<file path="src/rtl/vga_scan_timing.sv">
// Raster scan generator: pixel/line counters, visible-area qualifier,
// delayed active-low sync pulses, vertical-blank strobe and frame counter.
module vga_scan_timing #(
    parameter int unsigned H_ACTIVE   = 640,
    parameter int unsigned H_FP       = 16,
    parameter int unsigned H_SYNC     = 96,
    parameter int unsigned H_BP       = 48,
    parameter int unsigned V_ACTIVE   = 480,
    parameter int unsigned V_FP       = 10,
    parameter int unsigned V_SYNC     = 2,
    parameter int unsigned V_BP       = 33,
    parameter int unsigned SYNC_DELAY = 1
) (
    input  logic       vga_clk,
    input  logic       reset_n,
    output logic [9:0] DrawX,
    output logic [9:0] DrawY,
    output logic       blank,
    output logic       hs,
    output logic       vs,
    output logic       vblank_start,
    output logic [7:0] frame_count
);

    localparam int unsigned CNT_W    = 10;
    localparam int unsigned FRAME_W  = 8;
    localparam int unsigned H_TOTAL  = H_ACTIVE + H_FP + H_SYNC + H_BP;
    localparam int unsigned V_TOTAL  = V_ACTIVE + V_FP + V_SYNC + V_BP;
    localparam int unsigned HS_START = H_ACTIVE + H_FP;
    localparam int unsigned HS_END   = HS_START + H_SYNC;
    localparam int unsigned VS_START = V_ACTIVE + V_FP;
    localparam int unsigned VS_END   = VS_START + V_SYNC;

    logic [CNT_W-1:0]   h_cnt_q, h_cnt_d;
    logic [CNT_W-1:0]   v_cnt_q, v_cnt_d;
    logic [FRAME_W-1:0] frame_q, frame_d;
    logic               blank_q, blank_d;
    logic               vbs_q, vbs_d;
    logic               hs_raw_c, vs_raw_c;

    // Next-state for counters; blank and vblank strobe are decoded from the
    // next count so their registers line up with DrawX/DrawY.
    always_comb begin
        h_cnt_d = h_cnt_q + CNT_W'(1);
        v_cnt_d = v_cnt_q;
        frame_d = frame_q;
        if (h_cnt_q == CNT_W'(H_TOTAL - 1)) begin
            h_cnt_d = '0;
            if (v_cnt_q == CNT_W'(V_TOTAL - 1)) begin
                v_cnt_d = '0;
                frame_d = frame_q + FRAME_W'(1);
            end else begin
                v_cnt_d = v_cnt_q + CNT_W'(1);
            end
        end
        blank_d = (h_cnt_d < CNT_W'(H_ACTIVE)) && (v_cnt_d < CNT_W'(V_ACTIVE));
        vbs_d   = (h_cnt_d == '0) && (v_cnt_d == CNT_W'(V_ACTIVE));
    end

    always_ff @(posedge vga_clk or negedge reset_n) begin
        if (!reset_n) begin
            h_cnt_q <= '0;
            v_cnt_q <= '0;
            frame_q <= '0;
            blank_q <= 1'b1;
            vbs_q   <= 1'b0;
        end else begin
            h_cnt_q <= h_cnt_d;
            v_cnt_q <= v_cnt_d;
            frame_q <= frame_d;
            blank_q <= blank_d;
            vbs_q   <= vbs_d;
        end
    end

    always_comb begin
        hs_raw_c = !((h_cnt_q >= CNT_W'(HS_START)) && (h_cnt_q < CNT_W'(HS_END)));
        vs_raw_c = !((v_cnt_q >= CNT_W'(VS_START)) && (v_cnt_q < CNT_W'(VS_END)));
    end

    // Sync delay line keeps hs/vs aligned with the renderers' colour register.
    generate
        if (SYNC_DELAY == 0) begin : g_no_delay
            assign hs = hs_raw_c;
            assign vs = vs_raw_c;
        end else begin : g_delay
            logic [SYNC_DELAY-1:0] hs_pipe_q, hs_pipe_d;
            logic [SYNC_DELAY-1:0] vs_pipe_q, vs_pipe_d;

            always_comb begin
                hs_pipe_d = SYNC_DELAY'({hs_pipe_q, hs_raw_c});
                vs_pipe_d = SYNC_DELAY'({vs_pipe_q, vs_raw_c});
            end

            always_ff @(posedge vga_clk or negedge reset_n) begin
                if (!reset_n) begin
                    hs_pipe_q <= '1;
                    vs_pipe_q <= '1;
                end else begin
                    hs_pipe_q <= hs_pipe_d;
                    vs_pipe_q <= vs_pipe_d;
                end
            end

            assign hs = hs_pipe_q[SYNC_DELAY-1];
            assign vs = vs_pipe_q[SYNC_DELAY-1];
        end
    endgenerate

    assign DrawX        = h_cnt_q;
    assign DrawY        = v_cnt_q;
    assign blank        = blank_q;
    assign vblank_start = vbs_q;
    assign frame_count  = frame_q;

endmodule
</file>
<file path="config.mk">
export PLATFORM = sky130hd
export DESIGN_NAME = vga_scan_timing
export DESIGN_NICKNAME = d
export VERILOG_FILES = /design/src/rtl/vga_scan_timing.sv
export SDC_FILE = /design/constraint.sdc
export NUM_CORES = 1
export LEC_CHECK = 0
export BUFFER_PORTS_ARGS = -buffer_cell sky130_fd_sc_hd__buf_2
export CAP_MARGIN = 20
export CORE_MARGIN = 2
export CORE_UTILIZATION = 49
export CTS_CLUSTER_SIZE = 16
export DETAILED_ROUTE_END_ITERATION = 8
export GPL_ROUTABILITY_DRIVEN = 0
export PLACE_DENSITY = 0.72
export SYNTH_ARGS = -nofsm -noshare
export SYNTH_HDL_FRONTEND = slang
export SYNTH_SLANG_ARGS = --single-unit
export TNS_END_PERCENT = 10
</file>
<file path="constraint.sdc">
create_clock -name vga_clk -period 2.83 [get_ports vga_clk]
set_input_delay 0.7075 -clock vga_clk [delete_from_list [all_inputs] [get_ports vga_clk]]
set_output_delay 0.7075 -clock vga_clk [all_outputs]
set_load 0.02 [all_outputs]
</file>
After elaboration in Yosys (flattened, before gate mapping)
Cells that the tools add are included.
{"block": "op_classes", "add_sub_neg": 3, "order_cmp": 6, "n_eq_ne": 3, "muxes": 3, "n_reduce_logical": 8}
{"operator": "two-way mux 10 bit", "count": 3}
{"operator": "adder 10 x 1 -> 10 bit (second input constant)", "count": 2}
{"operator": "== test 10 bit (second input constant)", "count": 2}
{"operator": "< comparator 10 bit (second input constant)", "count": 2}
{"operator": "< comparator 10 x 9 -> 1 bit (second input constant)", "count": 2}
{"operator": "== test 10 x 9 -> 1 bit (second input constant)", "count": 1}
{"operator": "greater-or-equal comparator 10 bit (second input constant)", "count": 1}
{"operator": "greater-or-equal comparator 10 x 9 -> 1 bit (second input constant)", "count": 1}
{"operator": "zero test 10 bit", "count": 1}
{"operator": "adder 8 x 1 -> 8 bit (second input constant)", "count": 1}
{"operator": "logical AND 1 bit", "count": 4}
{"operator": "zero test 1 bit", "count": 2}
{"operator": "AND reduction 2 bit", "count": 1}
{"block": "word_totals", "ff_bits": 32, "in_bits": 2, "output_inout_bits": 32, "word_cells": 30}

Longest topological paths before layout
{"block": "logic_depth", "word_depth": 5, "mapped_depth": 7, "depth_no_buf": 7}

Worst setup path before layout
Ideal clock, no wire load.
{"block": "synth_path", "path_type": "register -> register", "startpoint": "register v_cnt_q[0] (netlist: DrawY[0])", "endpoint": "register vbs_q (netlist: vblank_start)", "setup_ns": 0.111, "t_arrival_ns": 1.984, "required_ns": 2.719, "setup_slack_ns": 0.735, "path_stages_with_launch": 8, "path_buffers": 0, "synth_period_minus_slack_ns": 2.095, "cell_sequence": "dfrtp_1 -> inv_1 -> ha_1 -> nand4_1 -> or4_4 -> a21oi_2 -> o2111ai_1 -> a2111oi_2"}
{"block": "synth_between", "elab_chain_len": 5, "word_cells_on_any_way": 6, "classes_between": "1 x add/sub; 2 x eq/ne; 2 x mux; 1 x reduce/logical"}
{"item": "start, declared", "line_no": "35", "text": "logic [CNT_W-1:0] v_cnt_q, v_cnt_d;"}
{"item": "start signal, assigned", "line_no": "69", "text": "v_cnt_q <= v_cnt_d;"}
{"item": "adder 10 x 1 -> 10 bit / == test 10 bit (equally long branches)", "line_no": "53, 49"}
{"item": "two-way mux 10 bit", "line_no": "49", "text": "if (v_cnt_q == CNT_W'(V_TOTAL - 1)) begin"}
{"item": "two-way mux 10 bit *", "line_no": "47", "text": "if (h_cnt_q == CNT_W'(H_TOTAL - 1)) begin"}
{"item": "== test 10 x 9 -> 1 bit *", "line_no": "57", "text": "vbs_d = (h_cnt_d == '0) && (v_cnt_d == CNT_W'(V_ACTIVE));"}
{"item": "logical AND 1 bit *", "line_no": "57"}
{"item": "via vbs_d", "line_no": "38", "text": "logic vbs_q, vbs_d;"}
{"item": "end signal, assigned", "line_no": "72", "text": "vbs_q <= vbs_d;"}
{"item": "end, declared", "line_no": "38"}
Mark *: on every way through the listed nets, which the timed path passes. The rest lies on a longest branch.
A chain may end at the register's enable or synchronous reset.

Worst setup path in the final report
{"block": "layout_path", "startpoint": "register h_cnt_q[0] (netlist: DrawX[0])", "endpoint": "register blank_q (netlist: blank)"}
{"block": "layout_between", "elab_chain_len": 4, "word_cells_on_any_way": 7, "classes_between": "1 x add/sub; 2 x order compare; 1 x eq/ne; 2 x mux; 1 x reduce/logical"}
{"item": "start, declared", "line_no": "34", "text": "logic [CNT_W-1:0] h_cnt_q, h_cnt_d;"}
{"item": "start signal, assigned", "line_no": "68", "text": "h_cnt_q <= h_cnt_d;"}
{"item": "adder 10 x 1 -> 10 bit / == test 10 bit (equally long branches)", "line_no": "44, 47"}
{"item": "two-way mux 10 bit", "line_no": "47"}
{"item": "< comparator 10 bit / < comparator 10 x 9 -> 1 bit (equally long branches)", "line_no": "56", "text": "blank_d = (h_cnt_d < CNT_W'(H_ACTIVE)) && (v_cnt_d < CNT_W'(V_ACTIVE));"}
{"item": "logical AND 1 bit *", "line_no": "56"}
{"item": "via blank_d", "line_no": "37", "text": "logic blank_q, blank_d;"}
{"item": "end signal, assigned", "line_no": "71", "text": "blank_q <= blank_d;"}
{"item": "end, declared", "line_no": "37"}
Marks and branches as above.

==> metrics.md <==
| Metric | Value |
|---|---|
| Layout cells sized above 1 | about 22% |
| FILL cells | 340 |
| Async S/R FF share, synth | 100.0% |
| Main synth FF type | dfrtp_1 |
| Initial antenna violation count | 0 |
| GRT Overall Usage | ~20% |
| CTS tree | built |
| Synth area leaders | dfrtp_1, xnor2_1, dfstp_2, ha_1, nand3_1 |
| Sum Neg Setup Slack | 0 ns |
| Critical path type | reg -> reg |
| RSZ-0062 raised after global routing | false |
| WL per Instance | 14.22 um |
| WP data required | 3.02 ns |
| Grt ovf | 0 |
| Avg Cell Area, Syn | 9.597 um^2 |
| DR vias | between 1000 and 1500 |
| Core Region | 3606 um^2 |
| Syn. warnings | 0 |
| Setup bufs post-CTS | 0 |
| Final setup violation count | 0 |
| N_diodes | 0 |
| Number of port buffers | 33 |
| Multi-input combinational cell area | slightly above 900 um^2 |
| CP max stage cell | dfrtp_1 |
| Distinct cells, synth | 44 |
| Count leader, synth | dfrtp_1 |
| Fmax | 411.3 MHz |
| Final hold vios | 0 |
| Ports | 34 |
| CTS Hold Bufs | 0 |
| Status | finished, final reports clean |
| Sequential share of the synthesized area | about 45% |
| Detailed Route Iter0 Violations | 133 |
| Chip Height | 64.68 um |
| Share of the synthesized area in the top cell type | 40.22% |
| Most instantiated cells after synthesis | dfrtp_1, nand2_1, xnor2_1, nand3_1, o21ai_0 |
| Actual slew at the worst max-slew pin | 0.7027 ns |
| Clk Latency, worst-skew pair | a little under 0.3 ns |
| Root Buffer | clkbuf_8 |
| Worst slew margin | between 50% and 60% |
| CP startpoint kind | flip-flop |
| Vias in the first global route | around 1400 |
| Post-synth top area cell | dfrtp_1 |
| Pwr Density | ~400 nW/um^2 |
| Worst EP arrival | about 2.6 ns |
| Worst Skew | 0.003137 ns |
| Post-DP HPWL | 2674 um |
| Post-Route WL | 3782 um |
| Die area | about 4200 um^2 |
| Crit. End Element | flip-flop |
| DRT Pass-1 Iters | 4 |
| CTS clk-pin slew, worst paths | 0.06 ns |
| Slew Limit Fails | 0 |
| Crit path max fanout | 13 |
| Cells after Synth | 188 |
| LEAKAGE | around 0.94 nW |
| Num rows | 22 |
| # DRC | 0 |
| Number of flops mapped to enable cells by yosys | 0 |
| Post-route antenna net violation count | 0 |
| Area grow syn2layout | 15.05% |
| VDD IR max | approximately 0.00025 V |
| Final period util | a little under nine tenths |
| Global-route wire length before repair | ~6600 um |
| Post-cts sizing count | 0 |
| Final min period | 2.431 ns |
| Clock buffer count from CTS | 5 |
| Vias per inst | ~5.5 |
| Pwr Total | 828.2 uW |
| Max_cap viols | 0 |
| Die Wd | 64.68 um |
| Largest net degree at the start of global routing | 33 |
| Final #Nets | 225 |
| Tightest Hold Check Type | in -> async |
| Clock net sink count | 32 |
| Yosys reg bits | 32 |
| H-tree depth | 2 |
| Max incr delay on CP | around 0.46 ns |
| Starting Density | between 50% and 60% |
| Critical path, cell by cell | ha_1, and4_1, and3_1, o21ai_1, a2bb2oi_1, nor4bb_1 |
| Mapped Nets | 196 |
| Flip-flop and latch area | 804.5 um^2 |
| Worst-case clock buffer depth | 2 |
| Mapped cell area | 1804 um^2 |
[registers in the layout, summed over array words and instances, names as in the netlist]
signal        flops
blank             1
vs                1
DrawX            10
hs                1
DrawY            10
frame_count       8
vblank_start      1
[worst max-delay path, delay by kind of cell (launching register included)]
family	cells	cell delay, ns
AOI/OAI and AO/OA	2	0.37
adders and majority gates	1	0.27
DFF	1	0.46
and+or+nand+nor	3	1.23
[power by group]
group | leakage (nW) | total [mW] | internal, mW | switching, mW
Combinational | 0.475 | 0.00895 | 0.000496 | 0.00846
Clock | 0.0455 | 0.362 | 0.198 | 0.163
Sequential | 0.422 | 0.458 | 0.458 | 0
Total | 0.943 | 0.828 | 0.656 | 0.172
[stage by stage]
step	std cells	cell area, um^2	setup slack, ns	util, %	hold slack, ns
global route	266	2076	0.1735	57.56	0.5123
detailed placement	258	1986	0.4232	55.07	0.4827
finish	266	2076	0.3989	57.56	0.4630
CTS	266	2076	0.3953	57.56	0.4946
floorplan	188	1804	0.7347	-	0.4119
global placement	258	1986	0.5613	55.07	0.4553
[layout by cell type (no fill, tap or decap), drive strengths merged, types with 2 or more instances in the layout]
cell type,count
nand2,17
nor2b,2
buf,34
or4,2
nand4,7
nor2,9
dfstp,3
nand3,13
and4b,2
a21oi,6
and3,4
or3,4
nor4,2
nor3b,2
inv,6
nor3,5
dfrtp,29
and4,5
xor2,5
a31oi,3
clkbuf,8
xnor2,17
ha,6
o21ai,12
[cell families (layout without fill, tap and decap cells)]
family | Yosys count | in the layout | synth area share, %
buffers and inverters | 18 | 48 | 4.091
XOR/XNOR | 22 | 22 | 10.68
AO/OA/AOI/OAI | 31 | 31 | 11.10
AND/OR/NAND/NOR | 78 | 78 | 24.76
multiplexers | 1 | 1 | 0.6241
flip-flops | 32 | 32 | 44.59
adder cells (fa/ha/maj) | 6 | 6 | 4.161
[area by class of cell]
class | instances | area share (%)
Multi-Input combinational cell | 138 | 44.61
Sequential cell | 32 | 38.76
Timing Repair Buffer | 34 | 8.318
Clock buffer | 8 | 4.340
Tap cell | 48 | 2.893
Inverter | 6 | 1.085
[metal layers]
layer,track usage (%),routed length (um),part of all wire [%],vias up
li1,-,-,-,732
met1,28.33,1881,50,690
met2,30.21,1664,44,30
met3,5.382,169,4.5,8
met4,8.511,68,1.8,0
met5,0,0,0,-
[worst paths after layout]
| check | startpoint | end | slack [ns] | cells past startpoint |
|---|---|---|---|---|
| worst max-delay path | DrawX[0] | blank | 0.40 | 6 |
| worst min-delay path | reset_n | frame_count[6] | 0.46 | 1 |
| worst max register to register | DrawX[0] | blank | 0.40 | 6 |
| worst min register to register | frame_count[7] | frame_count[7] | 0.49 | 1 |
| max in group asynchronous | reset_n | DrawX[7] | 1.91 | 1 |
| min in group vga_clk | frame_count[7] | frame_count[7] | 0.49 | 1 |
Power figures use the tool's default switching activity.
